--- config.mk ---
export PLATFORM = sky130hd
export DESIGN_NAME = load_store_unit
export DESIGN_NICKNAME = d
export VERILOG_FILES = /design/src/rtl/load_store_unit.sv
export SDC_FILE = /design/constraint.sdc
export NUM_CORES = 1
export LEC_CHECK = 0
export ABC_AREA = 1
export CORE_MARGIN = 2
export CORE_UTILIZATION = 40
export DETAILED_ROUTE_END_ITERATION = 6
export GPL_TIMING_DRIVEN = 0
export PLACE_DENSITY = 0.72
export SLEW_MARGIN = 30
export SYNTH_ARGS = -nofsm -noshare
export SYNTH_HDL_FRONTEND = slang
export SYNTH_SLANG_ARGS = --single-unit
--- constraint.sdc ---
create_clock -name clk -period 15.2 [get_ports clk]
set_input_delay 1.52 -clock clk [delete_from_list [all_inputs] [get_ports clk]]
set_output_delay 1.52 -clock clk [all_outputs]
set_load 0.005 [all_outputs]
--- src/rtl/load_store_unit.sv ---
// Memory-stage load/store controller: address alignment, load extension, sub-word stores as read-modify-write.
// Optional build macro LSU_PERF_CNT_EN adds perf_loads / perf_stores / perf_rmw_stalls counters.
module load_store_unit #(
    parameter int XLEN      = 64,
    parameter int MEM_BYTES = 64
) (
    input  logic            clk,
    input  logic            reset,
    input  logic            req_read,
    input  logic            req_write,
    input  logic [2:0]      funct3,
    input  logic [XLEN-1:0] addr,
    input  logic [XLEN-1:0] store_data,
    input  logic [XLEN-1:0] mem_read_data,
    output logic [XLEN-1:0] mem_address,
    output logic [XLEN-1:0] mem_write_data,
    output logic            mem_write,
    output logic            mem_read,
    output logic [XLEN-1:0] load_data,
    output logic            stall,
    output logic            fault,
    output logic            fault_sticky
`ifdef LSU_PERF_CNT_EN
    ,
    output logic [31:0]     perf_loads,
    output logic [31:0]     perf_stores,
    output logic [31:0]     perf_rmw_stalls
`endif
);

    // state  | meaning
    // IDLE   | accept loads, SD, and the read half of sub-word stores
    // RMW_WR | write back the merged doubleword of a sub-word store
    typedef enum logic {IDLE, RMW_WR} state_t;

    state_t          state;
    logic [XLEN-1:0] merge_q;
    logic [XLEN-1:0] rmw_addr_q;

    logic [2:0]      off;
    logic [5:0]      bit_shift;
    logic [XLEN-1:0] aligned;
    logic [1:0]      size;
    logic            is_store;
    logic            is_load;
    logic            req_any;
    logic            misaligned;
    logic            out_of_range;
    logic            illegal;
    logic            fault_c;
    logic            ok_load;
    logic            ok_sd;
    logic            ok_sub;
    logic [XLEN-1:0] shifted;
    logic [XLEN-1:0] load_ext;
    logic [XLEN-1:0] width_mask;
    logic [XLEN-1:0] byte_mask;
    logic [XLEN-1:0] merge_d;

    assign off       = addr[2:0];
    assign bit_shift = {off, 3'b000};
    assign aligned   = {addr[XLEN-1:3], 3'b000};
    assign size      = funct3[1:0];
    assign is_store  = req_write;
    assign is_load   = req_read & ~req_write;
    assign req_any   = (req_read | req_write) && (state == IDLE);

    always_comb begin
        misaligned = 1'b0;
        case (size)
            2'b01:   misaligned = off[0];
            2'b10:   misaligned = |off[1:0];
            2'b11:   misaligned = |off;
            default: misaligned = 1'b0;
        endcase
    end

    // Extra top bit keeps the +7 from wrapping near the top of the address space.
    assign out_of_range = ({1'b0, aligned} + (XLEN+1)'(7)) >= (XLEN+1)'(MEM_BYTES);
    assign illegal      = is_store ? funct3[2] : (funct3 == 3'b111);
    assign fault_c      = req_any & (misaligned | out_of_range | illegal);

    assign ok_load = req_any & is_load & ~fault_c;
    assign ok_sd   = req_any & is_store & ~fault_c & (size == 2'b11);
    assign ok_sub  = req_any & is_store & ~fault_c & (size != 2'b11);

    assign shifted = mem_read_data >> bit_shift;

    always_comb begin
        load_ext   = '0;
        width_mask = '0;
        case (size)
            2'b00: begin
                load_ext   = funct3[2] ? {{(XLEN-8){1'b0}}, shifted[7:0]}
                                       : {{(XLEN-8){shifted[7]}}, shifted[7:0]};
                width_mask = {{(XLEN-8){1'b0}}, 8'hFF};
            end
            2'b01: begin
                load_ext   = funct3[2] ? {{(XLEN-16){1'b0}}, shifted[15:0]}
                                       : {{(XLEN-16){shifted[15]}}, shifted[15:0]};
                width_mask = {{(XLEN-16){1'b0}}, 16'hFFFF};
            end
            2'b10: begin
                load_ext   = funct3[2] ? {{(XLEN-32){1'b0}}, shifted[31:0]}
                                       : {{(XLEN-32){shifted[31]}}, shifted[31:0]};
                width_mask = {{(XLEN-32){1'b0}}, 32'hFFFF_FFFF};
            end
            default: begin
                load_ext   = shifted;
                width_mask = '1;
            end
        endcase
    end

    assign byte_mask = width_mask << bit_shift;
    assign merge_d   = (mem_read_data & ~byte_mask) | ((store_data << bit_shift) & byte_mask);

    always_comb begin
        mem_address    = '0;
        mem_write_data = '0;
        mem_write      = 1'b0;
        mem_read       = 1'b0;
        load_data      = '0;
        stall          = 1'b0;
        fault          = 1'b0;
        if (!reset) begin
            if (state == RMW_WR) begin
                mem_address    = rmw_addr_q;
                mem_write_data = merge_q;
                mem_write      = 1'b1;
            end else begin
                mem_address    = aligned;
                mem_read       = ok_load | ok_sub;
                mem_write      = ok_sd;
                mem_write_data = ok_sd ? store_data : '0;
                load_data      = ok_load ? load_ext : '0;
                stall          = ok_sub;
                fault          = fault_c;
            end
        end
    end

    always_ff @(posedge clk or posedge reset) begin
        if (reset) begin
            state        <= IDLE;
            merge_q      <= '0;
            rmw_addr_q   <= '0;
            fault_sticky <= 1'b0;
        end else begin
            if (fault_c) fault_sticky <= 1'b1;
            case (state)
                IDLE: begin
                    if (ok_sub) begin
                        merge_q    <= merge_d;
                        rmw_addr_q <= aligned;
                        state      <= RMW_WR;
                    end
                end
                RMW_WR:  state <= IDLE;
                default: state <= IDLE;
            endcase
        end
    end

`ifdef LSU_PERF_CNT_EN
    always_ff @(posedge clk or posedge reset) begin
        if (reset) begin
            perf_loads      <= '0;
            perf_stores     <= '0;
            perf_rmw_stalls <= '0;
        end else begin
            if (ok_load)                      perf_loads      <= perf_loads + 32'd1;
            if (ok_sd || (state == RMW_WR))   perf_stores     <= perf_stores + 32'd1;
            if (ok_sub)                       perf_rmw_stalls <= perf_rmw_stalls + 32'd1;
        end
    end
`endif

endmodule

==> qor_table.md, run 1 <==
| Parameter | This run |
| --- | --- |
| Run status | complete, no violations |
| Post-DR wirelength/cell | 23.74 µm |
| Largest net degree at the start of global routing | 54 |
| Skew-Pair Late Insertion Delay | 0.44 ns |
| Met3 usage in global routing | 10.88% |
| HP Class | reg -> reg |
| Number of setup violations in the final report | 0 |
| Critical path cell sequence | clkdlybuf4s50_1 -> nor2_4 -> nand2_2 -> nand2_2 -> nand3_1 -> inv_1 -> nand2_2 -> nor2_4 -> nand2_1 -> clkbuf_1 -> a211oi_1 -> clkdlybuf4s50_1 |
| Syn_area_per_cell | 5.820 µm² |
| Grt met2 use | 69.21% |
| Gates resized, CTS repair | 0 |
| Ys flop type | sky130_fd_sc_hd__dfrtp_1 |
| Effective utilization at floorplan | 40.73% |
| Final Hold Fails | 0 |
| Count of unique library cells instantiated by Yosys | 32 |
| Delay of the slowest cell on the worst path | 0.59 ns |
| Cell seen most often among critical-path stages | sky130_fd_sc_hd__nand2_2 |
| I/O Buffers | 391 |
| Detailed-placement wirelength estimate | 53670 µm |
| Total number of H-tree levels | 4 |
| Number of clock sinks seen by CTS | 127 |
| Element type at the critical path end | primary output |
| Number of buffers added by the clock tree synthesis step | 17 |
| Unrepaired setup endpoints after global routing | false |
| Final net count | 2568 |
| Part of the power in combinational logic | 28.6% |
| Die height | 172.7 µm |
| Final wirelength | 65610 µm |
| Synthesized area | 0.01138 mm² |
| EDFF count, synth | 0 |
| Detailed-routing iteration count for the pre-antenna-repair pass | 6 |
| VDD IR max | 0.00007154 V |
| Most common cell after layout, fill and taps aside | sky130_fd_sc_hd__nand2_1 |
| Maximum clock frequency | 142.6 MHz |
| Die area | 0.02981 mm² |
| Switching power share of the total | 36.68% |
| Top Usage Layer GRT | met2 |
| Post-route cell area | 0.01641 mm² |
| FF+latch count, synth | 127 |
| Post-Route Skew | 0.01482 ns |
| Overall die width | 172.7 µm |
| Final worst-path cycle share | 46.14% |
| Arrival time of the worst setup path | 5.49 ns |
| Slew at the pin with the worst max-slew slack | 1.093 ns |
| Post-DP Area | 0.01583 mm² |
| Bufs on Longest Clock Path | 2 |
| Sw power | 386.6 µW |
| TritonCTS clock tree | done |
| Cells after Synth | 1955 |
| Clock root buffer | sky130_fd_sc_hd__clkbuf_16 |
| Post-layout instance count excluding filler cells | 2764 |
| Post-Place Cells | 2728 |
| Top-level I/O count | 396 |
| Wire length of the first global-routing pass | 96160 µm |
| Sequential fraction of the synthesis area | 27.93% |
| GPL Wtd Cong | 1.090 |
| Slew headroom | 27.13% |
| Total global routing overflow | 0 |
| Async S/R FF share, synth | 100.0% |
| Drt initial violations | 2048 |
| Via count normalized by instance count | 5.852 |
| Share of power burned in the clock network | 39.3% |
| Row count | 61 |
| Leading cell types in the layout, fill and taps excluded | sky130_fd_sc_hd__nand2_1, sky130_fd_sc_hd__clkdlybuf4s50_1, sky130_fd_sc_hd__nor2_1 |
| Register share of total power | 32.0% |
| Biggest fanout along the worst timing path | 10 |
| Share of final-layout standard cells stronger than drive strength 1 | 5.458% |
| Final Critical Period | 7.013 ns |
| Standard cell with the maximum stage delay on the critical path | sky130_fd_sc_hd__clkdlybuf4s50_1 |
| Critical Path Source Type | primary input |
| Number of max-slew violations in the final report | 0 |
| Number of warnings reported in the yosys synthesis log | 0 |
| Leakage component of the power | 0.007423 µW |
| Aggregate global-route resource usage | 42.66% |
| Number of antenna violations at the first check in global routing | 2 |
| Number of buffers inserted by hold repair at cts | 0 |
| Via count of the first global-routing pass | 15160 |
| Std-Cell Core Area | 0.02793 mm² |
| Cell-internal power | 667.4 µW |
| Power, Total | 1054 µW |
| WP data required | 13.68 ns |
| Layout area overhead | 44.22% |
| Ratio of total power to cell area | 64.23 mW/mm² |
| Number of maximum-capacitance constraint violations | 0 |
| M1 GR Usage | 52.38% |
| Buffers inserted by post-CTS timing repair | 0 |
| Clock edge transition at the registers on the reported setup and hold paths | 0.06 ns |
| Number of remaining DRC errors | 0 |
| Setup slack after placement | 8.474 ns |
| Via count | 16180 |
| Kind of critical path | in -> out |
| Smallest setup slack after layout | 8.187 ns |
| Remaining number of nets flagged by the antenna check after routing | 0 |
| Fin Setup TNS | 0 ns |
worst max-delay path: cells and delay by family:
kind / cells / cell delay (ns)
AOI/OAI and AO/OA: 1 / 0.45
buffers and inverters: 4 / 1.68
and+or+nand+nor: 7 / 1.83
synth_stat cells, types with 5 or more instances:
cell / instances / area (µm²)
sky130_fd_sc_hd__nand2_1: 457 / 1715
sky130_fd_sc_hd__nor2_1: 305 / 1145
sky130_fd_sc_hd__o21ai_0: 262 / 1311
sky130_fd_sc_hd__inv_1: 188 / 705.7
sky130_fd_sc_hd__a21oi_1: 180 / 900.9
sky130_fd_sc_hd__dfrtp_1: 127 / 3178
sky130_fd_sc_hd__clkbuf_1: 86 / 322.8
sky130_fd_sc_hd__nand3_1: 80 / 400.4
sky130_fd_sc_hd__nand4_1: 62 / 387.9
sky130_fd_sc_hd__buf_2: 50 / 250.2
sky130_fd_sc_hd__o211ai_1: 33 / 247.7
sky130_fd_sc_hd__o22ai_1: 19 / 118.9
sky130_fd_sc_hd__o21ai_1: 17 / 85.08
sky130_fd_sc_hd__or2_2: 15 / 93.84
sky130_fd_sc_hd__buf_1: 12 / 45.04
sky130_fd_sc_hd__buf_4: 10 / 75.07
sky130_fd_sc_hd__a211oi_1: 9 / 67.56
sky130_fd_sc_hd__mux2i_1: 9 / 90.09
sky130_fd_sc_hd__a22oi_1: 7 / 52.55
sky130_fd_sc_hd__nand2_2: 6 / 37.54
sky130_fd_sc_hd__inv_2: 5 / 18.77
cell families (layout without fill, tap and decap cells):
family	Yosys count	in the layout	synth area share, %
muxes	9	9	0.7918
AOI/OAI and AO/OA	532	532	24.85
and+or+nand+nor	932	932	33.70
buffers and inverters	354	779	12.69
other	1	7	0.03296
DFF	127	127	27.93
routing by layer:
metal | share of wire, % | vias to the layer above
met5 | 0.020 | -
met4 | 6.0 | 2
met3 | 11 | 233
met2 | 45 | 1213
met1 | 38 | 7497
li1 | - | 7230
final timing paths:
| path | start | to | slack, ns | cells after the start |
|---|---|---|---|---|
| max in group asynchronous | reset | merge_q[15] | 12.47 | 4 |
| min in group asynchronous | reset | merge_q[45] | 2.04 | 3 |
| setup / recovery | addr[0] | load_data[3] | 8.19 | 12 |
| hold / removal | fault_sticky | fault_sticky | 0.47 | 2 |
| setup reg to reg | state | rmw_addr_q[21] | 13.09 | 6 |
| hold reg to reg | fault_sticky | fault_sticky | 0.47 | 2 |
flip-flops by register name, indices dropped and copies added, names as in the netlist:
signal / cells
rmw_addr_q: 61
merge_q: 64
state: 1
fault_sticky: 1
stage by stage:
stage | hold WS, ns | utilization (%)
floorplan | 0.4479 | -
global placement | 0.4494 | 56.46
detailed placement | 0.4497 | 56.66
CTS | 0.4655 | 58.70
global route | 0.5105 | 58.71
finish | 0.4696 | 58.74
power groups by stage:
stage	sequential (µW)	combinational, µW	clock (µW)
final	338	302	414
after global routing	338	317	427
after CTS	338	290	412
after detailed placement	344	288	0
after global placement	344	287	0
after floorplan	344	132	0
area by class of cell:
cell class,instances,area [µm²]
Fill cell,2749,11520
Multi-Input combinational cell,1476,6766
Timing Repair Buffer,393,3961
Sequential cell,127,3178
Inverter,194,728.2
Buffer,160,720.7
Tap cell,378,473.0
Clock buffer,17,425.4
Clock inverter,15,146.4
Antenna cell,4,10.01
No activity file was read; power rests on OpenSTA's default activity.
==> inputs of run 2 (changes only) <==
- clock period: 15.2 -> 6.5 ns (I/O delays scaled with it)
==> results of run 2 <==
The final DEF is identical to that of run 1. Status: complete, no violations.
Main changes from that run: setup slack after placement 8.474 ns -> 1.514 ns; setup slack after layout 8.187 ns -> 1.227 ns; register-to-register setup slack 13.09 ns -> 4.39 ns; total power 1054 µW -> 2465 µW; worst IR drop on VDD 0.00007154 V -> 0.0001673 V
